## config.mk

```make
export PLATFORM = sky130hd
export DESIGN_NAME = sdram_bus_arbiter
export DESIGN_NICKNAME = d
export VERILOG_FILES = /design/src/rtl/sdram_bus_arbiter.sv
export SDC_FILE = /design/constraint.sdc
export NUM_CORES = 1
export LEC_CHECK = 0
export ABC_AREA = 1
export CAP_MARGIN = 20
export CORE_UTILIZATION = 40
export CTS_BUF_LIST = sky130_fd_sc_hd__clkbuf_4
export CTS_CLUSTER_DIAMETER = 120
export DETAILED_ROUTE_END_ITERATION = 10
export PLACE_DENSITY = 0.78
export SLEW_MARGIN = 20
export SYNTH_ARGS = -nofsm -noshare
export SYNTH_HDL_FRONTEND = slang
export SYNTH_SLANG_ARGS = --single-unit
```

## constraint.sdc

```tcl
create_clock -name clk -period 1.61 [get_ports clk]
set_input_delay 0.322 -clock clk [delete_from_list [all_inputs] [get_ports clk]]
set_output_delay 0.322 -clock clk [all_outputs]
set_load 0.05 [all_outputs]
```

## src/rtl/sdram_bus_arbiter.sv

```systemverilog
// rtl/sdram_bus_arbiter.sv - round-robin ifetch/data arbiter in front of the SDRAM controller host port
// Optional completion timeout with abort pulse: define SDRAM_ARB_TIMEOUT_EN.
module sdram_bus_arbiter #(
  parameter int TIMEOUT_CYCLES = 1024
) (
  input  logic        clk,
  input  logic        rst_n,
  input  logic        i_req,
  input  logic [29:0] i_addr,
  output logic        i_ack,
  output logic [31:0] i_rdata,
  input  logic        d_req,
  input  logic [29:0] d_addr,
  input  logic [31:0] d_wdata,
  input  logic        d_wr_en,
  input  logic [3:0]  d_bytesel,
  output logic        d_ack,
  output logic [31:0] d_rdata,
  output logic        d_err,
  output logic        cs,
  output logic [29:0] h_addr,
  output logic [31:0] h_wdata,
  output logic        h_wr_en,
  output logic [3:0]  h_bytesel,
  input  logic [31:0] h_rdata,
  input  logic        h_compl,
  input  logic        h_config_done
);

  typedef enum logic [1:0] {WAIT_CFG, IDLE, ISSUE, WAIT_COMPL} state_t;

  state_t      state, state_nxt;
  logic        last_d, last_d_nxt;
  logic        own_d, own_d_nxt;
  logic        cs_nxt, i_ack_nxt, d_ack_nxt, h_wr_en_nxt;
  logic [29:0] h_addr_nxt;
  logic [31:0] h_wdata_nxt, i_rdata_nxt, d_rdata_nxt;
  logic [3:0]  h_bytesel_nxt;
  logic        grant_d, start;

`ifdef SDRAM_ARB_TIMEOUT_EN
  localparam int TW = $clog2(TIMEOUT_CYCLES + 1);
  localparam logic [TW-1:0] TMO_LAST = TW'(TIMEOUT_CYCLES - 1);
  logic [TW-1:0] tmo_cnt, tmo_cnt_nxt;
  logic          d_err_q, d_err_nxt;
  assign d_err = d_err_q;
`else
  assign d_err = 1'b0;
`endif

  // D wins unless I is also requesting and D had the previous grant.
  assign grant_d = d_req & (~i_req | ~last_d);
  // No new grant during an ack cycle: the acked master still holds req there.
  assign start   = (i_req | d_req) & ~i_ack & ~d_ack;

  always_ff @(posedge clk or negedge rst_n) begin
    if (!rst_n) begin
      state     <= WAIT_CFG;
      last_d    <= 1'b0;
      own_d     <= 1'b0;
      cs        <= 1'b0;
      i_ack     <= 1'b0;
      d_ack     <= 1'b0;
      i_rdata   <= '0;
      d_rdata   <= '0;
      h_addr    <= '0;
      h_wdata   <= '0;
      h_wr_en   <= 1'b0;
      h_bytesel <= '0;
`ifdef SDRAM_ARB_TIMEOUT_EN
      tmo_cnt   <= '0;
      d_err_q   <= 1'b0;
`endif
    end else begin
      state     <= state_nxt;
      last_d    <= last_d_nxt;
      own_d     <= own_d_nxt;
      cs        <= cs_nxt;
      i_ack     <= i_ack_nxt;
      d_ack     <= d_ack_nxt;
      i_rdata   <= i_rdata_nxt;
      d_rdata   <= d_rdata_nxt;
      h_addr    <= h_addr_nxt;
      h_wdata   <= h_wdata_nxt;
      h_wr_en   <= h_wr_en_nxt;
      h_bytesel <= h_bytesel_nxt;
`ifdef SDRAM_ARB_TIMEOUT_EN
      tmo_cnt   <= tmo_cnt_nxt;
      d_err_q   <= d_err_nxt;
`endif
    end
  end

  always_comb begin
    state_nxt     = state;
    last_d_nxt    = last_d;
    own_d_nxt     = own_d;
    cs_nxt        = 1'b0;
    i_ack_nxt     = 1'b0;
    d_ack_nxt     = 1'b0;
    i_rdata_nxt   = i_rdata;
    d_rdata_nxt   = d_rdata;
    h_addr_nxt    = h_addr;
    h_wdata_nxt   = h_wdata;
    h_wr_en_nxt   = h_wr_en;
    h_bytesel_nxt = h_bytesel;
`ifdef SDRAM_ARB_TIMEOUT_EN
    tmo_cnt_nxt   = '0;
    d_err_nxt     = 1'b0;
`endif
    unique case (state)
      WAIT_CFG: begin
        if (h_config_done) state_nxt = IDLE;
      end
      IDLE: begin
        if (start) begin
          state_nxt  = ISSUE;
          cs_nxt     = 1'b1;
          own_d_nxt  = grant_d;
          last_d_nxt = grant_d;
          if (grant_d) begin
            h_addr_nxt    = d_addr;
            h_wdata_nxt   = d_wdata;
            h_wr_en_nxt   = d_wr_en;
            h_bytesel_nxt = d_bytesel;
          end else begin
            h_addr_nxt    = i_addr;
            h_wdata_nxt   = '0;
            h_wr_en_nxt   = 1'b0;
            h_bytesel_nxt = 4'b1111;
          end
        end
      end
      ISSUE: begin
        state_nxt = WAIT_COMPL;
`ifdef SDRAM_ARB_TIMEOUT_EN
        // The cs cycle counts, so the abort ack lands TIMEOUT_CYCLES after cs.
        tmo_cnt_nxt = TW'(1);
`endif
      end
      WAIT_COMPL: begin
        if (h_compl) begin
          state_nxt = IDLE;
          if (own_d) begin
            d_ack_nxt   = 1'b1;
            d_rdata_nxt = h_wr_en ? 32'h0 : h_rdata;
          end else begin
            i_ack_nxt   = 1'b1;
            i_rdata_nxt = h_rdata;
          end
        end
`ifdef SDRAM_ARB_TIMEOUT_EN
        else if (tmo_cnt == TMO_LAST) begin
          state_nxt = IDLE;
          if (own_d) begin
            d_ack_nxt   = 1'b1;
            d_err_nxt   = 1'b1;
            d_rdata_nxt = 32'h0;
          end else begin
            i_ack_nxt   = 1'b1;
            i_rdata_nxt = 32'hFFFF_FFFF;
          end
        end else begin
          tmo_cnt_nxt = tmo_cnt + 1'b1;
        end
`endif
      end
      default: state_nxt = WAIT_CFG;
    endcase
  end

endmodule

```

==> impl_metrics.csv, run 1 <==
group,metric,value,unit
run_status,status,"finished, final reports clean",
routing,highest_layer,"met4",
logic_synthesis,synth_top_family_by_area,"simple AND/OR/NAND/NOR gates",
logic_synthesis,ys_ff_latch,137,
routing,ant_nets,0,
logic_synthesis,postSynthCellCount,667,
logic_synthesis,synthTopCellsByArea,"dfrtp_1 (59%), nand2_1 (21%), o21ai_0 (4.6%)",
pwr,power.leakage,4.59,nW
pwr,power.density,2350,nW/um^2
clocking,cts_root_buffer,"clkbuf_4",
logic_synthesis,yosysUniqueCellTypes,21,
grt,first_global_vias,5012,
worst_setup_path,startpoint_type,"register",
finish,fin_nets,1072,
hold_path,hp-class,"input pin to async pin",
worst_setup_path,crit_family,"flip-flops",
worst_setup_path,reg2reg_slack,0.23,ns
sta,hold_viol,0,
sta,max_freq,662,MHz
clocking,cts_num_sinks,137,
worst_setup_path,path_buf_inv,1,
worst_setup_path,slowest_stage,"dfrtp_2",
grt,gr-usage-all-layers,22.7,%
routing,wl_met2,7930,um
clocking,cts_tree,"done",
finish,drive_gt1_share,21.3,%
place,portBuffers,268,
finish,final_area,8860,um^2
sta,skew,0.0101,ns
routing,via_per_inst,4.69,
pwr,peakVddDrop,1.39,mV
logic_synthesis,synth_xor_area_share,0,%
routing,drt-pass1-iter-count,5,
logic_synthesis,yosys_warnings,0,
routing,drt_iter0_drc,298,
clocking,clkLatencyLatePin,0.53,ns
sta,fin_setup_tns,0,ns
routing,routed_wl,16400,um
worst_setup_path,endpoint_kind,"primary output",
grt,globalRouteOverflowTotal,0,
place,place.gp.congestion,0.809,
clocking,path_clk_slew,0.11,ns
worst_setup_path,crit_path_max_fanout,3,
worst_setup_path,slowest_delay,0.49,ns
routing,vias,5287,
die,die_area,14900,um^2
logic_synthesis,synth_seq_area_share,59.5,%
worst_setup_path,rr_startpoint,"state[0]",
logic_synthesis,postSynthAreaPerCell,8.64,um^2
worst_setup_path,path_cells,"buf_12",
routing,drc,0,
clocking,ctsLongestPathBuffers,2,
logic_synthesis,synth-adder-area-share,0.651,%
logic_synthesis,synth_nets,805,
sta,rsz0062_at_grt,"no",
routing,met1_length,6770,um
logic_synthesis,synth_compound_area_share,10.6,%
clocking,cts-htree-levels,4,
routing,wl_per_cell,14.6,um
worst_setup_path,r2r_cells,4,
grt,antenna_found_initial,0,
die,die_w,122,um
place,pre_cts_ws,-0.0515,ns
worst_setup_path,endpoint,"h_wr_en",
sta,fin_crit_sh,93.9,%
grt,grt_max_degree,57,
logic_synthesis,synthMuxAreaShare,0,%
sta,drv_slew,0,
worst_setup_path,cp.required,1.29,ns
worst_setup_path,startpoint,"h_wr_en",
die,fp.dieH,122,um
die,placementRows,43,
logic_synthesis,synthSimpleGateAreaFrac,22.3,%
die,start_util,41.2,%
finish,stdcell_count,1127,
logic_synthesis,synth_top_area_cell,"dfrtp_1",
place,placed_area,8560,um^2
flow_run,maxCapViolCount,0,
die,io_pins,270,
pwr,p_total,0.0209,W
logic_synthesis,yosys.area.top_type_share,59.5,%
worst_setup_path,crit_cells,1,
finish,antenna_cells,0,
routing,wl_met3,1510,um
logic_synthesis,netlist_area,5760,um^2
sta,setup_ws,0.0990,ns
die,core,14000,um^2
worst_setup_path,r2r-end,"i_rdata[26]",
sta,setup_viol_count_final,0,
place,hpwlAfterDp,11900,um
finish,syn2layout_area_growth,53.8,%
worst_setup_path,worstPathArrival,1.19,ns
grt,grt_pass1_wl,25700,um
clocking,cts_made_buffers,17,
sta,fin_crit,1.51,ns
place,dp_cells,1091,
worst_setup_path,crit_type,"register to primary output",
[state kept, by name (all words and copies together), names as in the netlist]
| register | cells |
|---|---|
| d_rdata | 32 |
| i_rdata | 32 |
| own_d | 1 |
| state | 2 |
| h_wr_en | 1 |
| d_ack | 1 |
| cs | 1 |
| h_addr | 30 |
| h_bytesel | 4 |
| i_ack | 1 |
| h_wdata | 32 |
[kinds of logic after synthesis]
kind of cell,count (synthesis)
AND/OR/NAND/NOR,338
flip-flops,137
AO/OA/AOI/OAI,102
buffers and inverters,86
adder cells (fa/ha/maj),3
other,1
[synth_stat cells, drive strengths merged]
library cell / number
clkbuf: 13
o21ai: 70
dfrtp: 137
buf: 29
nand3: 4
conb: 1
nand2: 328
or2: 1
inv: 44
ha: 3
o31ai: 32
nor2: 5
[where the power goes]
part,switching [W],internal (W),leakage (nW)
Clock,0.00130,0.000764,0.137
Combinational,0.00864,0.00400,2.71
Sequential,0.00107,0.00508,1.74
Total,0.0110,0.00984,4.59
[through the flow]
stage | utilization [%] | hold WS (ns)
2_1_floorplan | - | 0.0264
3_3_place_gp | 61.2 | 0.292
3_5_place_dp | 61.2 | 0.294
4_1_cts | 63.5 | 0.259
5_1_grt | 63.4 | 0.297
6_report | 63.4 | 0.308
[how the worst min path moves through the flow]
stage | from | endpoint | slack [ns] | depth (start not counted)
floorplan | rst_n | cs | 0.03 | 0
global placement | rst_n | d_rdata[4] | 0.29 | 1
detailed placement | rst_n | d_rdata[0] | 0.29 | 1
CTS | rst_n | h_wdata[17] | 0.26 | 2
global route | rst_n | h_wdata[17] | 0.30 | 2
finish | rst_n | d_rdata[0] | 0.31 | 2
[area by class of cell]
cell class / instances / area (um^2)
multi-input cells: 444 / 1950
inverters: 44 / 168
repair buffers: 290 / 2830
fillers: 1212 / 5120
clock inverters: 15 / 130
clock buffers: 17 / 128
flip-flops and latches: 137 / 3430
well taps: 180 / 225
[layout by cell type (no fill, tap or decap)]
cell             instances
dfrtp_1                136
nand2_1                327
clkinv_2                 5
buf_6                    1
inv_2                    1
buf_12                  23
bufbuf_16                1
dfrtp_2                  1
nand3_4                  1
inv_6                    1
o21ai_2                  5
inv_4                    1
clkinvlp_4               3
nor2_1                   4
or2_2                    1
conb_1                   1
nand3_1                  1
clkdlybuf4s50_1        133
clkinv_4                 5
nor2_2                   1
nand3_2                  2
dlygate4sd3_1            1
bufinv_16                1
clkbuf_4                17
o21ai_0                 53
ha_1                     3
buf_4                  131
nand2_2                  1
o21ai_1                 12
o31ai_1                 32
inv_1                   42
[routing by layer]
metal  up-vias  GRT usage [%]
li1       2620              -
met1      2426           28.2
met2       224           37.3
met3        17           7.16
met4         0           7.72
met5         -              0
[repair_timing]
| item | CTS | global route |
|---|---|---|
| buffers inserted | 3 | 0 |
| hold buffers | 1 | 0 |
| resized for setup | 1 | 0 |
| hold endpoints to repair | 39 | 0 |
| gates cloned | 1 | 0 |
| endpoints found under the setup margin | 1 | 1 |
Note: power is estimated with default switching activity, not from simulation.
==> run 2: changes to the inputs <==
--- a/config.mk
+++ b/config.mk
@@ -11,6 +11,7 @@
 export CTS_BUF_LIST = sky130_fd_sc_hd__clkbuf_4
 export CTS_CLUSTER_DIAMETER = 120
 export DETAILED_ROUTE_END_ITERATION = 10
+export MAX_ROUTING_LAYER = met4
 export PLACE_DENSITY = 0.78
 export SLEW_MARGIN = 20
 export SYNTH_ARGS = -nofsm -noshare
==> constraint.sdc (replaced) <==
create_clock -name clk -period 1.9 [get_ports clk]
set_input_delay 0.38 -clock clk [delete_from_list [all_inputs] [get_ports clk]]
set_output_delay 0.38 -clock clk [all_outputs]
set_load 0.05 [all_outputs]
==> impl_metrics.csv, run 2 (synthesized netlist as in run 1, its figures left out) <==
group,metric,value,unit
run_status,status,"finished, final reports clean",
place,place.gp.congestion,0.809,
finish,reg_top3,"d_rdata x32, h_wdata x32, i_rdata x32",
worst_setup_path,path_buf_inv,1,
finish,antenna_cells,0,
routing,wl_per_cell,14.3,um
clocking,ctsLongestPathBuffers,2,
pwr,seq_power_share,29.5,%
sta,setup_ws,0.0878,ns
worst_setup_path,path_cells,"dlygate4sd2_1",
routing,wl_met3,1370,um
finish,fin_nets,1069,
clocking,cts_tree,"done",
routing,drt-pass1-iter-count,4,
worst_setup_path,endpoint_kind,"primary output",
sta,holdWs,0.334,ns
grt,first_global_vias,5014,
sta,fin_crit_sh,95.4,%
pwr,power.leakage,4.57,nW
clocking,cts_made_buffers,17,
routing,drt_iter0_drc,335,
routing,ant_nets,0,
die,io_pins,270,
grt,globalRouteOverflowTotal,0,
sta,worst_pin_slew,0.514,ns
routing,routed_wl,16100,um
place,portBuffers,268,
sta,fin_setup_tns,0,ns
routing,highest_layer,"met4",
sta,fin_crit,1.81,ns
clocking,clkLatencyLatePin,0.54,ns
grt,grt_pass1_wl,24900,um
die,core,14000,um^2
worst_setup_path,reg2reg_slack,0.43,ns
die,die_w,122,um
die,placementRows,43,
grt,antenna_found_initial,0,
worst_setup_path,worstPathArrival,1.43,ns
die,start_util,41.2,%
sta,skew,0.0216,ns
die,fp.dieH,122,um
worst_setup_path,crit_family,"buffers and inverters",
place,hpwlAfterDp,11700,um
routing,via_per_inst,4.73,
finish,final_cell_mix,"nand2_1 (327), dfrtp_1 (137), clkdlybuf4s50_1 (133)",
sta,hold_viol,0,
worst_setup_path,cp.required,1.52,ns
pwr,p_total,0.0174,W
routing,met1_length,6740,um
pwr,p_sw,0.00916,W
finish,syn2layout_area_growth,52.8,%
routing,wl_met2,7790,um
finish,multiInputGateArea,1950,um^2
clocking,path_clk_slew,0.12,ns
pwr,p_comb_share,58.5,%
finish,drive_gt1_share,14.7,%
sta,max_freq,552,MHz
routing,drc,0,
grt,grt_max_degree,66,
routing,vias,5315,
pwr,p_sw_share,52.6,%
place,placed_area,8580,um^2
finish,final_area,8810,um^2
sta,slew_headroom,65.9,%
place,pre_cts_ws,0.117,ns
worst_setup_path,slowest_stage,"dlygate4sd2_1",
finish,seq_area,3430,um^2
pwr,peakVddDrop,1.20,mV
hold_path,hp-class,"input pin to async pin",
die,die_area,14900,um^2
finish,fillers,1234,
worst_setup_path,crit_type,"register to primary output",
grt,gr-usage-all-layers,22.7,%
clocking,post_cts_buffers,0,
worst_setup_path,startpoint_type,"register",
worst_setup_path,slowest_delay,0.53,ns
finish,mostFrequentLayoutCell,"nand2_1",
sta,rsz0062_at_grt,"no",
worst_setup_path,crit_path_max_fanout,2,
pwr,p_int,0.00825,W
pwr,pwr-share-clk,12.0,%
sta,drv_slew,0,
clocking,cts-htree-levels,4,
pwr,power.density,1980,nW/um^2
flow_run,maxCapViolCount,0,
sta,setup_viol_count_final,0,
clocking,cts_root_buffer,"clkbuf_4",
clocking,cts_num_sinks,137,
[run 2: routing by layer]
metal | track usage, % | up-vias
li1 | - | 2615
met1 | 27.2 | 2463
met2 | 36.1 | 224
met3 | 7.44 | 13
met4 | 7.33 | 0
met5 | - | -
[run 2: timing repair]
item	4_1_cts	5_1_grt
pin swaps	0	0
hold endpoints to repair	41	0
setup endpoints to repair	67	40
hold buffers	1	0
resized for setup	69	50
[run 2: through the flow]
step	std cells	utilization, %
final	1124	63.0
after global routing	1124	63.0
after CTS	1124	63.1
after detailed placement	1091	61.3
after global placement	1091	61.3
after floorplan	667	-
[run 2: worst paths after layout]
path | startpoint | end | cells after the start
max | i_rdata[16] | i_rdata[16] | 1
min | rst_n | i_rdata[3] | 2
max reg2reg | state[1] | h_addr[27] | 7
min reg2reg | h_addr[28] | h_addr[28] | 2
max in group asynchronous | rst_n | i_rdata[12] | 3
min in group clk | d_wdata[0] | h_wdata[0] | 3
[run 2: cell type report]
cell class | count | area share, %
tap | 180 | 2.56
multi-input combinational | 444 | 22.2
timing repair buffer | 287 | 30.9
inverter | 44 | 1.90
sequential | 137 | 38.9
clock buffer | 18 | 1.53
clock inverter | 14 | 2.03
[run 2: power groups by stage]
stage / Clock (W) / Combinational (W) / Sequential, W
floorplan: 0 / 0.00229 / 0.00978
global placement: 0 / 0.0106 / 0.00516
detailed placement: 0 / 0.0107 / 0.00516
CTS: 0.00215 / 0.0102 / 0.00512
global route: 0.00230 / 0.0108 / 0.00530
finish: 0.00210 / 0.0102 / 0.00513
==> run 3: changes to the inputs <==
--- a/config.mk
+++ b/config.mk
@@ -13,7 +13,7 @@
 export DETAILED_ROUTE_END_ITERATION = 10
 export MAX_ROUTING_LAYER = met4
 export PLACE_DENSITY = 0.78
-export SLEW_MARGIN = 20
+export SLEW_MARGIN = 5
 export SYNTH_ARGS = -nofsm -noshare
 export SYNTH_HDL_FRONTEND = slang
 export SYNTH_SLANG_ARGS = --single-unit
==> results of run 3 <==
No change in the layout: final DEF, timing and power equal those of run 2.
